===== config.mk =====
export PLATFORM = sky130hd
export DESIGN_NAME = morse_keyer_flat
export DESIGN_NICKNAME = d
export VERILOG_FILES = /design/src/rtl/morse_pkg.sv /design/src/rtl/morse_keyer_if.sv /design/src/rtl/morse_table.sv /design/src/rtl/morse_keyer.sv /design/src/flat_wrapper.sv
export SDC_FILE = /design/constraint.sdc
export NUM_CORES = 1
export LEC_CHECK = 0
export ABC_AREA = 1
export CORE_MARGIN = 2
export CORE_UTILIZATION = 40
export CTS_BUF_LIST = sky130_fd_sc_hd__clkbuf_16
export DETAILED_ROUTE_END_ITERATION = 12
export PLACE_DENSITY = 0.57
export SETUP_SLACK_MARGIN = 0.4
export SLEW_MARGIN = 0
export SYNTH_ARGS = -nofsm -noshare
export SYNTH_HDL_FRONTEND = slang
export SYNTH_SLANG_ARGS = --single-unit

===== constraint.sdc =====
create_clock -name clk -period 4.4 [get_ports clk]
set_clock_uncertainty 0.05 [all_clocks]
set_input_delay 0.44 -clock clk [delete_from_list [all_inputs] [get_ports clk]]
set_output_delay 0.44 -clock clk [all_outputs]
set_load 0.05 [all_outputs]

===== src/rtl/morse_pkg.sv =====
// Shared types and constants for the Morse keyer: FSM states, symbol codes
// and element lengths in Morse time units.
package morse_pkg;

  typedef enum logic [2:0] {
    IDLE   = 3'd0,
    FETCH  = 3'd1,
    DECODE = 3'd2,
    MARK   = 3'd3,
    ESPACE = 3'd4,
    CGAP   = 3'd5,
    WGAP   = 3'd6
  } state_e;

  localparam logic [1:0] SYM_DOT  = 2'b10;
  localparam logic [1:0] SYM_DASH = 2'b11;

  localparam int DOT_UNITS      = 1;
  localparam int DASH_UNITS     = 3;
  localparam int ELEM_GAP_UNITS = 1;

  // A symbol slot carries an element only when its upper bit is set.
  function automatic logic sym_is_element(input logic [1:0] sym);
    return sym[1];
  endfunction

endpackage


===== src/rtl/morse_keyer_if.sv =====
// Character handshake between the character source and the Morse keyer.
interface morse_keyer_if #(
  parameter int ADDR_WIDTH = 8
);
  logic                  in_valid;
  logic [ADDR_WIDTH-1:0] in_char;
  logic                  in_ready;

  modport master (output in_valid, output in_char, input in_ready);
  modport slave  (input in_valid, input in_char, output in_ready);
endinterface


===== src/rtl/morse_table.sv =====
// ASCII to Morse code word lookup with a one-cycle registered read.
// Code words are MSB-first, 2 bits per symbol (10 dot, 11 dash, 0x terminator).
module morse_table #(
  parameter int DATA_WIDTH = 16,
  parameter int ADDR_WIDTH = 8
) (
  input  logic                  clk,
  input  logic [ADDR_WIDTH-1:0] addr,
  output logic [DATA_WIDTH-1:0] d_out
);

  // Codes are held left-aligned in 16 bits; unknown characters map to zero.
  function automatic logic [15:0] lookup(input logic [7:0] ch);
    logic [7:0] c;
    c = ch;
    if (c >= 8'h41 && c <= 8'h5A) c = c | 8'h20;
    case (c)
      8'h61: return 16'hB000; 8'h62: return 16'hEA00; 8'h63: return 16'hEE00;
      8'h64: return 16'hE800; 8'h65: return 16'h8000; 8'h66: return 16'hAE00;
      8'h67: return 16'hF800; 8'h68: return 16'hAA00; 8'h69: return 16'hA000;
      8'h6A: return 16'hBF00; 8'h6B: return 16'hEC00; 8'h6C: return 16'hBA00;
      8'h6D: return 16'hF000; 8'h6E: return 16'hE000; 8'h6F: return 16'hFC00;
      8'h70: return 16'hBE00; 8'h71: return 16'hFB00; 8'h72: return 16'hB800;
      8'h73: return 16'hA800; 8'h74: return 16'hC000; 8'h75: return 16'hAC00;
      8'h76: return 16'hAB00; 8'h77: return 16'hBC00; 8'h78: return 16'hEB00;
      8'h79: return 16'hEF00; 8'h7A: return 16'hFA00;
      8'h30: return 16'hFFC0; 8'h31: return 16'hBFC0; 8'h32: return 16'hAFC0;
      8'h33: return 16'hABC0; 8'h34: return 16'hAAC0; 8'h35: return 16'hAA80;
      8'h36: return 16'hEA80; 8'h37: return 16'hFA80; 8'h38: return 16'hFE80;
      8'h39: return 16'hFF80;
      default: return 16'h0000;
    endcase
  endfunction

  logic [15:0]              code16;
  logic [DATA_WIDTH+15:0]   code_wide;

  always_comb begin
    code16    = lookup(8'(addr));
    code_wide = {code16, {DATA_WIDTH{1'b0}}};
  end

  // Keep the top DATA_WIDTH bits so the first symbol always sits at the MSBs.
  always_ff @(posedge clk) begin
    d_out <= DATA_WIDTH'(code_wide >> 16);
  end

endmodule


===== src/rtl/morse_keyer.sv =====
// Accepts ASCII characters and keys them out as timed Morse marks and gaps.
// key_out is registered from the next state so it tracks MARK exactly.
module morse_keyer
  import morse_pkg::*;
#(
  parameter int                    DATA_WIDTH     = 16,
  parameter int                    ADDR_WIDTH     = 8,
  parameter int                    UNIT_CYCLES    = 1000000,
  parameter int                    CHAR_GAP_UNITS = 3,
  parameter int                    WORD_GAP_UNITS = 7,
  parameter logic [ADDR_WIDTH-1:0] SPACE_CHAR     = 8'h20
) (
  input  logic          clk,
  input  logic          rst,
  morse_keyer_if.slave  in_if,
  output logic          key_out,
  output logic          busy,
  output logic          char_done,
  output logic          err
);

  localparam int CYC_W  = (UNIT_CYCLES > 1) ? $clog2(UNIT_CYCLES) : 1;
  localparam int UNIT_W = $clog2(WORD_GAP_UNITS + 1);
  localparam int SYMS   = DATA_WIDTH / 2;
  localparam int SYM_W  = $clog2(SYMS + 1);
  localparam logic [CYC_W-1:0] CYC_LAST = CYC_W'(UNIT_CYCLES - 1);

  state_e                  state;
  state_e                  nxt;
  logic [ADDR_WIDTH-1:0]   char_reg;
  logic [DATA_WIDTH-1:0]   code_word;
  logic [DATA_WIDTH-1:0]   sreg;
  logic [DATA_WIDTH-1:0]   sreg_next_sym;
  logic                    word_loaded;
  logic [CYC_W-1:0]        cyc_cnt;
  logic [UNIT_W-1:0]       unit_cnt;
  logic [SYM_W-1:0]        sym_cnt;
  logic [UNIT_W-1:0]       unit_target;
  logic                    unit_end;
  logic                    phase_done;
  logic                    more_syms;

  morse_table #(
    .DATA_WIDTH (DATA_WIDTH),
    .ADDR_WIDTH (ADDR_WIDTH)
  ) u_table (
    .clk   (clk),
    .addr  (char_reg),
    .d_out (code_word)
  );

  assign in_if.in_ready = (state == IDLE) && !rst;
  assign busy           = (state != IDLE);

  always_comb begin
    unit_target = UNIT_W'(1);
    case (state)
      MARK:    unit_target = (sreg[DATA_WIDTH-1 -: 2] == SYM_DASH) ?
                             UNIT_W'(DASH_UNITS) : UNIT_W'(DOT_UNITS);
      ESPACE:  unit_target = UNIT_W'(ELEM_GAP_UNITS);
      CGAP:    unit_target = UNIT_W'(CHAR_GAP_UNITS);
      WGAP:    unit_target = UNIT_W'(WORD_GAP_UNITS - CHAR_GAP_UNITS);
      default: unit_target = UNIT_W'(1);
    endcase
  end

  always_comb begin
    unit_end      = (cyc_cnt == CYC_LAST);
    phase_done    = unit_end && (unit_cnt == unit_target - UNIT_W'(1));
    sreg_next_sym = sreg << 2;
    more_syms     = ((int'(sym_cnt) + 1) < SYMS) &&
                    sym_is_element(sreg_next_sym[DATA_WIDTH-1 -: 2]);
  end

  // DECODE spends one cycle loading the shift register, then decides from it.
  always_comb begin
    nxt = state;
    case (state)
      IDLE:    if (in_if.in_valid) nxt = (in_if.in_char == SPACE_CHAR) ? WGAP : FETCH;
      FETCH:   nxt = DECODE;
      DECODE:  if (word_loaded) begin
                 if (sym_is_element(sreg[DATA_WIDTH-1 -: 2])) nxt = MARK;
                 else if (sreg == '0)                         nxt = IDLE;
                 else                                         nxt = CGAP;
               end
      MARK:    if (phase_done) nxt = more_syms ? ESPACE : CGAP;
      ESPACE:  if (phase_done) nxt = MARK;
      CGAP:    if (phase_done) nxt = IDLE;
      WGAP:    if (phase_done) nxt = IDLE;
      default: nxt = IDLE;
    endcase
  end

  always_ff @(posedge clk) begin
    if (rst) begin
      state       <= IDLE;
      char_reg    <= '0;
      sreg        <= '0;
      word_loaded <= 1'b0;
      cyc_cnt     <= '0;
      unit_cnt    <= '0;
      sym_cnt     <= '0;
      key_out     <= 1'b0;
      char_done   <= 1'b0;
      err         <= 1'b0;
    end else begin
      state     <= nxt;
      key_out   <= (nxt == MARK);
      char_done <= ((state == CGAP) || (state == WGAP)) && phase_done;
      err       <= (state == DECODE) && word_loaded && (sreg == '0);

      if (state == IDLE && in_if.in_valid) char_reg <= in_if.in_char;

      word_loaded <= (state == DECODE) && !word_loaded;
      if (state == DECODE && !word_loaded) sreg <= code_word;
      else if (state == MARK && phase_done) sreg <= sreg_next_sym;

      if (state == IDLE)                    sym_cnt <= '0;
      else if (state == MARK && phase_done) sym_cnt <= sym_cnt + 1'b1;

      // Every state entry restarts timing from zero so elements never drift.
      if (nxt != state) begin
        cyc_cnt  <= '0;
        unit_cnt <= '0;
      end else if (unit_end) begin
        cyc_cnt  <= '0;
        unit_cnt <= unit_cnt + 1'b1;
      end else begin
        cyc_cnt  <= cyc_cnt + 1'b1;
      end
    end
  end

endmodule

===== src/flat_wrapper.sv =====
// flat-port wrapper written by rule: the top's interface ports become plain ports
module morse_keyer_flat import morse_pkg::*;
#(
  parameter int                    DATA_WIDTH     = 16,
  parameter int                    ADDR_WIDTH     = 8,
  parameter int                    UNIT_CYCLES    = 1000000,
  parameter int                    CHAR_GAP_UNITS = 3,
  parameter int                    WORD_GAP_UNITS = 7,
  parameter logic [ADDR_WIDTH-1:0] SPACE_CHAR     = 8'h20
)
  (clk, rst, key_out, busy, char_done, err, in_if_in_valid, in_if_in_char, in_if_in_ready);
  morse_keyer_if #(.ADDR_WIDTH(ADDR_WIDTH)) in_if_i ();
  input  logic clk;
  input  logic rst;
  output logic key_out;
  output logic busy;
  output logic char_done;
  output logic err;
  input wire logic [$bits(in_if_i.in_valid)-1:0] in_if_in_valid;
  input wire logic [$bits(in_if_i.in_char)-1:0] in_if_in_char;
  output wire logic [$bits(in_if_i.in_ready)-1:0] in_if_in_ready;
  assign in_if_i.in_valid = in_if_in_valid;
  assign in_if_i.in_char = in_if_in_char;
  assign in_if_in_ready = in_if_i.in_ready;
  morse_keyer #(.DATA_WIDTH(DATA_WIDTH), .ADDR_WIDTH(ADDR_WIDTH), .UNIT_CYCLES(UNIT_CYCLES), .CHAR_GAP_UNITS(CHAR_GAP_UNITS), .WORD_GAP_UNITS(WORD_GAP_UNITS), .SPACE_CHAR(SPACE_CHAR)) u_core (.clk(clk), .rst(rst), .in_if(in_if_i), .key_out(key_out), .busy(busy), .char_done(char_done), .err(err));
endmodule

==> results of run 1 <==
-- layer usage --
metal,vias to the layer above,part of all wire
li1,1529,-
met1,1285,0.50
met2,48,0.46
met3,6,0.033
met4,0,0.011
met5,-,0
-- logic make-up after synthesis --
| family | Yosys count | synth area share |
|---|---|---|
| buffers and inverters | 61 | 0.0744 |
| flip-flops | 62 | 0.376 |
| adder cells (fa/ha/maj) | 11 | 0.0417 |
| AO/OA/AOI/OAI | 67 | 0.119 |
| AND/OR/NAND/NOR | 235 | 0.330 |
| XOR/XNOR | 22 | 0.0584 |
-- worst max-delay path, stage by stage (launching register included) --
cell,delay [ns]
dfxtp_1,0.49
nand2_1,0.16
nor2_1,0.18
a31oi_1,0.11
ha_1,0.29
xor2_1,0.14
nand2_1,0.07
nor2_2,0.19
nand2_2,0.11
nand2_1,0.10
nand2_2,0.06
nand2_1,0.07
nand3_1,0.06
nand2_1,0.10
nand4_2,0.63
nor2_2,0.27
-- worst max path at each step --
stage | start | endpoint | slack, ns | cells past startpoint
floorplan | u_core.state[1] | in_if_in_ready | 2.08 | 4
global placement | u_core.state[1] | u_core.cyc_cnt[14] | 1.35 | 15
detailed placement | u_core.state[1] | u_core.cyc_cnt[9] | 1.23 | 15
CTS | u_core.state[1] | u_core.cyc_cnt[7] | 1.22 | 15
global route | u_core.state[1] | u_core.cyc_cnt[7] | 0.80 | 15
finish | u_core.state[1] | u_core.cyc_cnt[9] | 1.22 | 15
-- metrics by stage --
step                area, um^2   util  std cells
global placement          3530  0.436        570
floorplan                 3300      -        458
finish                    3850  0.475        586
global route              3850  0.475        586
CTS                       3850  0.475        586
detailed placement        3530  0.436        570
-- layout make-up --
| type | instances | area (um^2) |
|---|---|---|
| fillers | 835 | 4250 |
| flip-flops and latches | 62 | 1240 |
| clock buffers | 9 | 225 |
| repair buffers | 15 | 150 |
| clock inverters | 7 | 88.8 |
| well taps | 105 | 131 |
| multi-input cells | 335 | 1810 |
| inverters | 53 | 199 |
-- power by group --
group	leakage [nW]	switching, W	internal (W)
combinational	0.886	0.000116	0.0000548
clock	0.149	0.000249	0.000491
sequential	0.503	0.0000195	0.000582
-- cells in the mapped netlist, drive strengths merged, types with 3 or more instances --
cell type | n | share of area
xor2 | 17 | 0.045
nor3 | 9 | 0.015
nand3 | 36 | 0.059
xnor2 | 5 | 0.013
nor4 | 3 | 0.0057
a22oi | 3 | 0.0068
buf | 4 | 0.0095
ha | 11 | 0.042
or2 | 3 | 0.0057
nand2 | 91 | 0.11
dfxtp | 62 | 0.38
nor2 | 82 | 0.11
o21ai | 26 | 0.039
a21oi | 20 | 0.030
clkinv | 3 | 0.0034
inv | 50 | 0.057
clkbuf | 4 | 0.0046
nand4 | 8 | 0.017
a31oi | 4 | 0.0076
==> run_results.csv, run 1 <==
group,metric,value,unit
cts,post_cts_resized,0,
floorplanning,core.rowCount,33,
floorplanning,io_pins,16,
sta,finalCriticalPeriod,3.18,ns
cts,cts_hold_buf,0,
routing,vias_per_cell,4.89,
routing,ant_nets,0,
yosys,netlist_instances,458,
final_layout,syn_to_final_growth,16.7,%
final_layout,largest_reg_flops,20,
cts,numCtsBuffers,9,
routing,routed-via-count,2868,
flow_run,drv_cap,0,
cts,root_buffer,"clkbuf_16",
critical_path,endpoint_kind,"register",
yosys,async_reset_ff_frac,0,
power,ir_worst_vdd,0.230,mV
final_layout,fin_nets,498,
routing,dr.first_iter.drc_count,115,
power,p_leak,1.54,nW
yosys,synthesis.nets,480,
cts,cts_max_path_buffers,2,
floorplanning,fp.dieH,94.8,um
routing,wl_per_cell,12.0,um
cts,clock-sinks,62,
floorplanning,die_w,94.8,um
grt,grt_usage,0.171,
critical_path,r2r_start,"u_core.state[1]",
grt,antenna_found_initial,0,
critical_path,critPathKind,"register to register",
place,place.port_buffers,15,
sta,fmax,315,MHz
floorplanning,die_area,8980,um^2
yosys,synth_seq_area_share,0.376,
yosys,synth_seq_cells,62,
sta,finalSetupTns,0,ns
critical_path,start_kind,"register",
critical_path,path_max_fanout,20,
hold_path,whs_path_depth,1,
sta,setup_slack,1.22,ns
sta,worst_pin_slew,0.803,ns
grt,grt-ovfl-total,0,
grt,use_met3,0.0319,
sta,slew_headroom,0.463,
yosys,synth_edf_count,0,
grt,grt_pass1_vias,2703,
sta,fin_crit_sh,0.722,
sta,setup_viol,0,
cts,cts_tree,"built",
power,power_density,393,nW/um^2
yosys,ys_warn_count,0,
grt,grt_start_max_net_pins,21,
cts,post_cts_buffers,0,
hold_path,min_to,"u_core.sreg[6]",
power,power,0.00151,W
final_layout,mostFrequentLayoutCell,"nand2_1",
yosys,netlist_area,3300,um^2
grt,grt-busiest-layer,"met2",
sta,slew_violations,0,
routing,routed_wl,7.04,mm
critical_path,rr_worst_depth,15,
sta,rsz0062_at_grt,"no",
grt,use_met1,0.226,
grt,grt_pass1_wl,12.1,mm
sta,holdWs,0.394,ns
final_layout,final_cell_mix,"87 x nand2_1, 62 x dfxtp_1, 57 x nor2_1",
cts,clkLatencyLatePin,0.32,ns
floorplanning,fp.coreArea,8090,um^2
hold_path,hold_class,"register to register",
final_layout,final_layout_size_suffix_gt1_frac,0.114,
yosys,synthDistinctLibCells,40,
cts,clk_pin_slew,0.05,ns
final_layout,largest_register,"u_core.cyc_cnt",
critical_path,ff2ff_setup_slack,1.22,ns
final_layout,largestRegisters,"u_core.cyc_cnt x20, u_core.sreg x10, u_core.u_table.d_out x10",
place,place_congestion,0.884,
grt,use_met2,0.275,
routing,drcViolationCount,0,
routing,drt_first_pass_iters,5,
outcome,outcome,"finished clean",
hold_path,min-delay-start,"u_core.u_table.d_out[6]",
critical_path,r2r_end,"u_core.cyc_cnt[9]",
final_layout,n_antenna_cell,0,
place,dp_hpwl,5.27,mm
cts,htree_levels,3,
critical_path,required,4.59,ns
yosys,syn_avg_cell_area,7.20,um^2
sta,hold_viol_final,0,
critical_path,arrival,3.37,ns
place,place_worst_setup_slack,1.23,ns
floorplanning,start_util,0.407,
yosys,synthFlopType,"dfxtp_1",
Note: power is estimated with default switching activity, not from simulation.
==> inputs of run 2 (changes only) <==
--- a/config.mk
+++ b/config.mk
@@ -10,7 +10,7 @@
 export CORE_UTILIZATION = 40
 export CTS_BUF_LIST = sky130_fd_sc_hd__clkbuf_16
 export DETAILED_ROUTE_END_ITERATION = 12
-export PLACE_DENSITY = 0.57
+export PLACE_DENSITY = 0.59
 export SETUP_SLACK_MARGIN = 0.4
 export SLEW_MARGIN = 0
 export SYNTH_ARGS = -nofsm -noshare
==> constraint.sdc (replaced) <==
create_clock -name clk -period 2.7 [get_ports clk]
set_clock_uncertainty 0.05 [all_clocks]
set_input_delay 0.27 -clock clk [delete_from_list [all_inputs] [get_ports clk]]
set_output_delay 0.27 -clock clk [all_outputs]
set_load 0.05 [all_outputs]
==> run 2 against run 1 <==
Worst hold slack worse by 0.0025 ns. Register-to-register slack lost 0.98 ns. Via count rose by 9.6%. Count of clock-buffer cells in the layout did not move. Setup slack lost 0.98 ns. Non-clock buffer count up 32. Sequential power rose by 62%. Core utilization is 6.6 points higher. Fmax increased by 29%.
==> run_results.csv, run 2 (synthesis gave the netlist of run 1 again) <==
group,metric,value,unit
outcome,outcome,"finished clean",
grt,grt_start_max_net_pins,17,
sta,worst_pin_slew,0.515,ns
grt,grt_usage,0.188,
sta,setup_viol,0,
power,power_density,592,nW/um^2
cts,clkLatencyLatePin,0.33,ns
flow_run,drv_cap,0,
sta,rsz0062_at_grt,"yes",
hold_path,hold_class,"register to register",
routing,routed-via-count,3143,
critical_path,crit_start,"u_core.state[1]",
floorplanning,die_area,8980,um^2
cts,htree_levels,3,
sta,finalCriticalPeriod,2.46,ns
final_layout,final_cell_mix,"80 x nand2_1, 59 x dfxtp_1, 55 x nor2_1",
sta,fin_crit_sh,0.910,
place,dp_hpwl,5.41,mm
critical_path,max_stage_delay,0.40,ns
floorplanning,io_pins,16,
cts,clk_pin_slew,0.06,ns
cts,cts_max_path_buffers,2,
final_layout,fill_cells,784,
floorplanning,die_w,94.8,um
critical_path,start_kind,"register",
final_layout,largest_reg_flops,20,
critical_path,cp_num_buf_inv,5,
cts,cts_hold_buf,0,
critical_path,arrival,2.68,ns
final_layout,n_antenna_cell,0,
grt,grt-ovfl-total,0,
floorplanning,core.rowCount,33,
cts,cts_tree,"built",
cts,clock-sinks,62,
final_layout,syn_to_final_growth,32.9,%
critical_path,crit_chain,"inv_4 -> buf_4 -> buf_4 -> nand3_1 -> nor2_1 -> o21ai_0 -> nand2_1 -> nor2_1 -> nand3_2 -> nand2_2 -> nand2_2 -> nand2_2 -> nand4_4 -> buf_4 -> clkbuf_16 -> nor2_2",
final_layout,largest_register,"u_core.cyc_cnt",
sta,slew_violations,0,
final_layout,fin_util,0.542,
floorplanning,fp.coreArea,8090,um^2
critical_path,crit_path_top_delay_cell,"dfxtp_4",
grt,antenna_found_initial,0,
routing,vias_per_cell,5.08,
critical_path,path_max_fanout,5,
floorplanning,start_util,0.407,
routing,ant_nets,0,
critical_path,critPathKind,"register to register",
final_layout,largestRegisters,"u_core.cyc_cnt x20, u_core.sreg x10, u_core.u_table.d_out x10",
routing,drt_first_pass_iters,5,
grt,grt_pass1_vias,2918,
sta,slew_headroom,0.656,
critical_path,endpoint_kind,"register",
power,p_leak,1.76,nW
place,place_congestion,0.879,
grt,grt_pass1_wl,13.3,mm
sta,hold_viol_final,0,
hold_path,min-delay-start,"u_core.u_table.d_out[7]",
critical_path,r2r_start,"u_core.state[1]",
sta,fmax,407,MHz
final_layout,fin_nets,531,
final_layout,multiInputGateArea,1970,um^2
final_layout,mostFrequentLayoutCell,"nand2_1",
routing,dr.first_iter.drc_count,152,
routing,drcViolationCount,0,
routing,routed_wl,8.10,mm
cts,root_buffer,"clkbuf_16",
power,ir_worst_vdd,0.433,mV
final_layout,seq_area,1250,um^2
critical_path,crit_family,"simple AND/OR/NAND/NOR gates",
floorplanning,fp.dieH,94.8,um
place,place.port_buffers,15,
cts,numCtsBuffers,9,
routing,wl_per_cell,13.1,um
critical_path,required,2.92,ns
final_layout,final_layout_size_suffix_gt1_frac,0.218,
sta,finalSetupTns,0,ns
==> run 2: cell types whose count changed in the layout (fill, tap and decap cells not counted), moves of 3 or more <==
cell	delta
inv_1	-4
dfxtp_1	-3
clkinvlp_4	+3
buf_12	+3
nor2_2	-11
dfxtp_4	+3
nand2_2	+5
nand2_1	-7
nor2_4	+13
buf_4	+24
==> run 2: report_power, final <==
| part | internal (W) | total, W | switching [W] | leakage (nW) |
|---|---|---|---|---|
| clock network | 0.000808 | 0.00124 | 0.000435 | 0.144 |
| registers | 0.000946 | 0.000976 | 0.0000298 | 0.505 |
| logic | 0.000150 | 0.000376 | 0.000226 | 1.11 |
==> run 2: area by class of cell <==
cell class                 count  area share
multi-input combinational    335       0.450
sequential                    62       0.286
timing repair buffer          47       0.111
clock buffer                   9      0.0514
inverter                      53      0.0480
tap                          105      0.0300
clock inverter                 7      0.0226
timing repair inverter         1     0.00114
==> run 2: metrics by stage <==
| stage | area, um^2 | setup slack, ns | hold slack (ns) | total power (W) | instances |
|---|---|---|---|---|---|
| finish | 4380 | 0.243 | 0.392 | 0.00259 | 619 |
| floorplan | 3300 | 0.419 | 0.299 | 0.00120 | 458 |
| global route | 4380 | 0.0908 | 0.401 | 0.00271 | 619 |
| CTS | 4110 | 0.322 | 0.397 | 0.00258 | 603 |
| detailed placement | 3600 | 0.211 | 0.383 | 0.00129 | 577 |
| global placement | 3600 | 0.281 | 0.372 | 0.00129 | 577 |
==> run 2: final timing paths <==
check	slack (ns)	endpoint	cells past startpoint
setup / recovery	0.24	u_core.cyc_cnt[18]	16
hold / removal	0.39	u_core.sreg[7]	1
setup reg to reg	0.24	u_core.cyc_cnt[18]	16
hold reg to reg	0.39	u_core.sreg[7]	1
==> run 2: routing by layer <==
metal  vias to the layer above  track usage  routed length, um
li1                       1607            -                  -
met3                        18       0.0519                384
met5                         -            0                  0
met4                         0       0.0652                149
met1                      1433        0.244               3780
met2                        85        0.301               3780
==> run 2: what timing repair did <==
action | 4_1_cts | 5_1_grt
setup endpoints to repair | 38 | 40
gates resized for setup | 22 | 33
buffers inserted | 8 | 14
gates cloned | 2 | 2
endpoints found under the hold margin | 0 | 0
pin swaps | 5 | 12
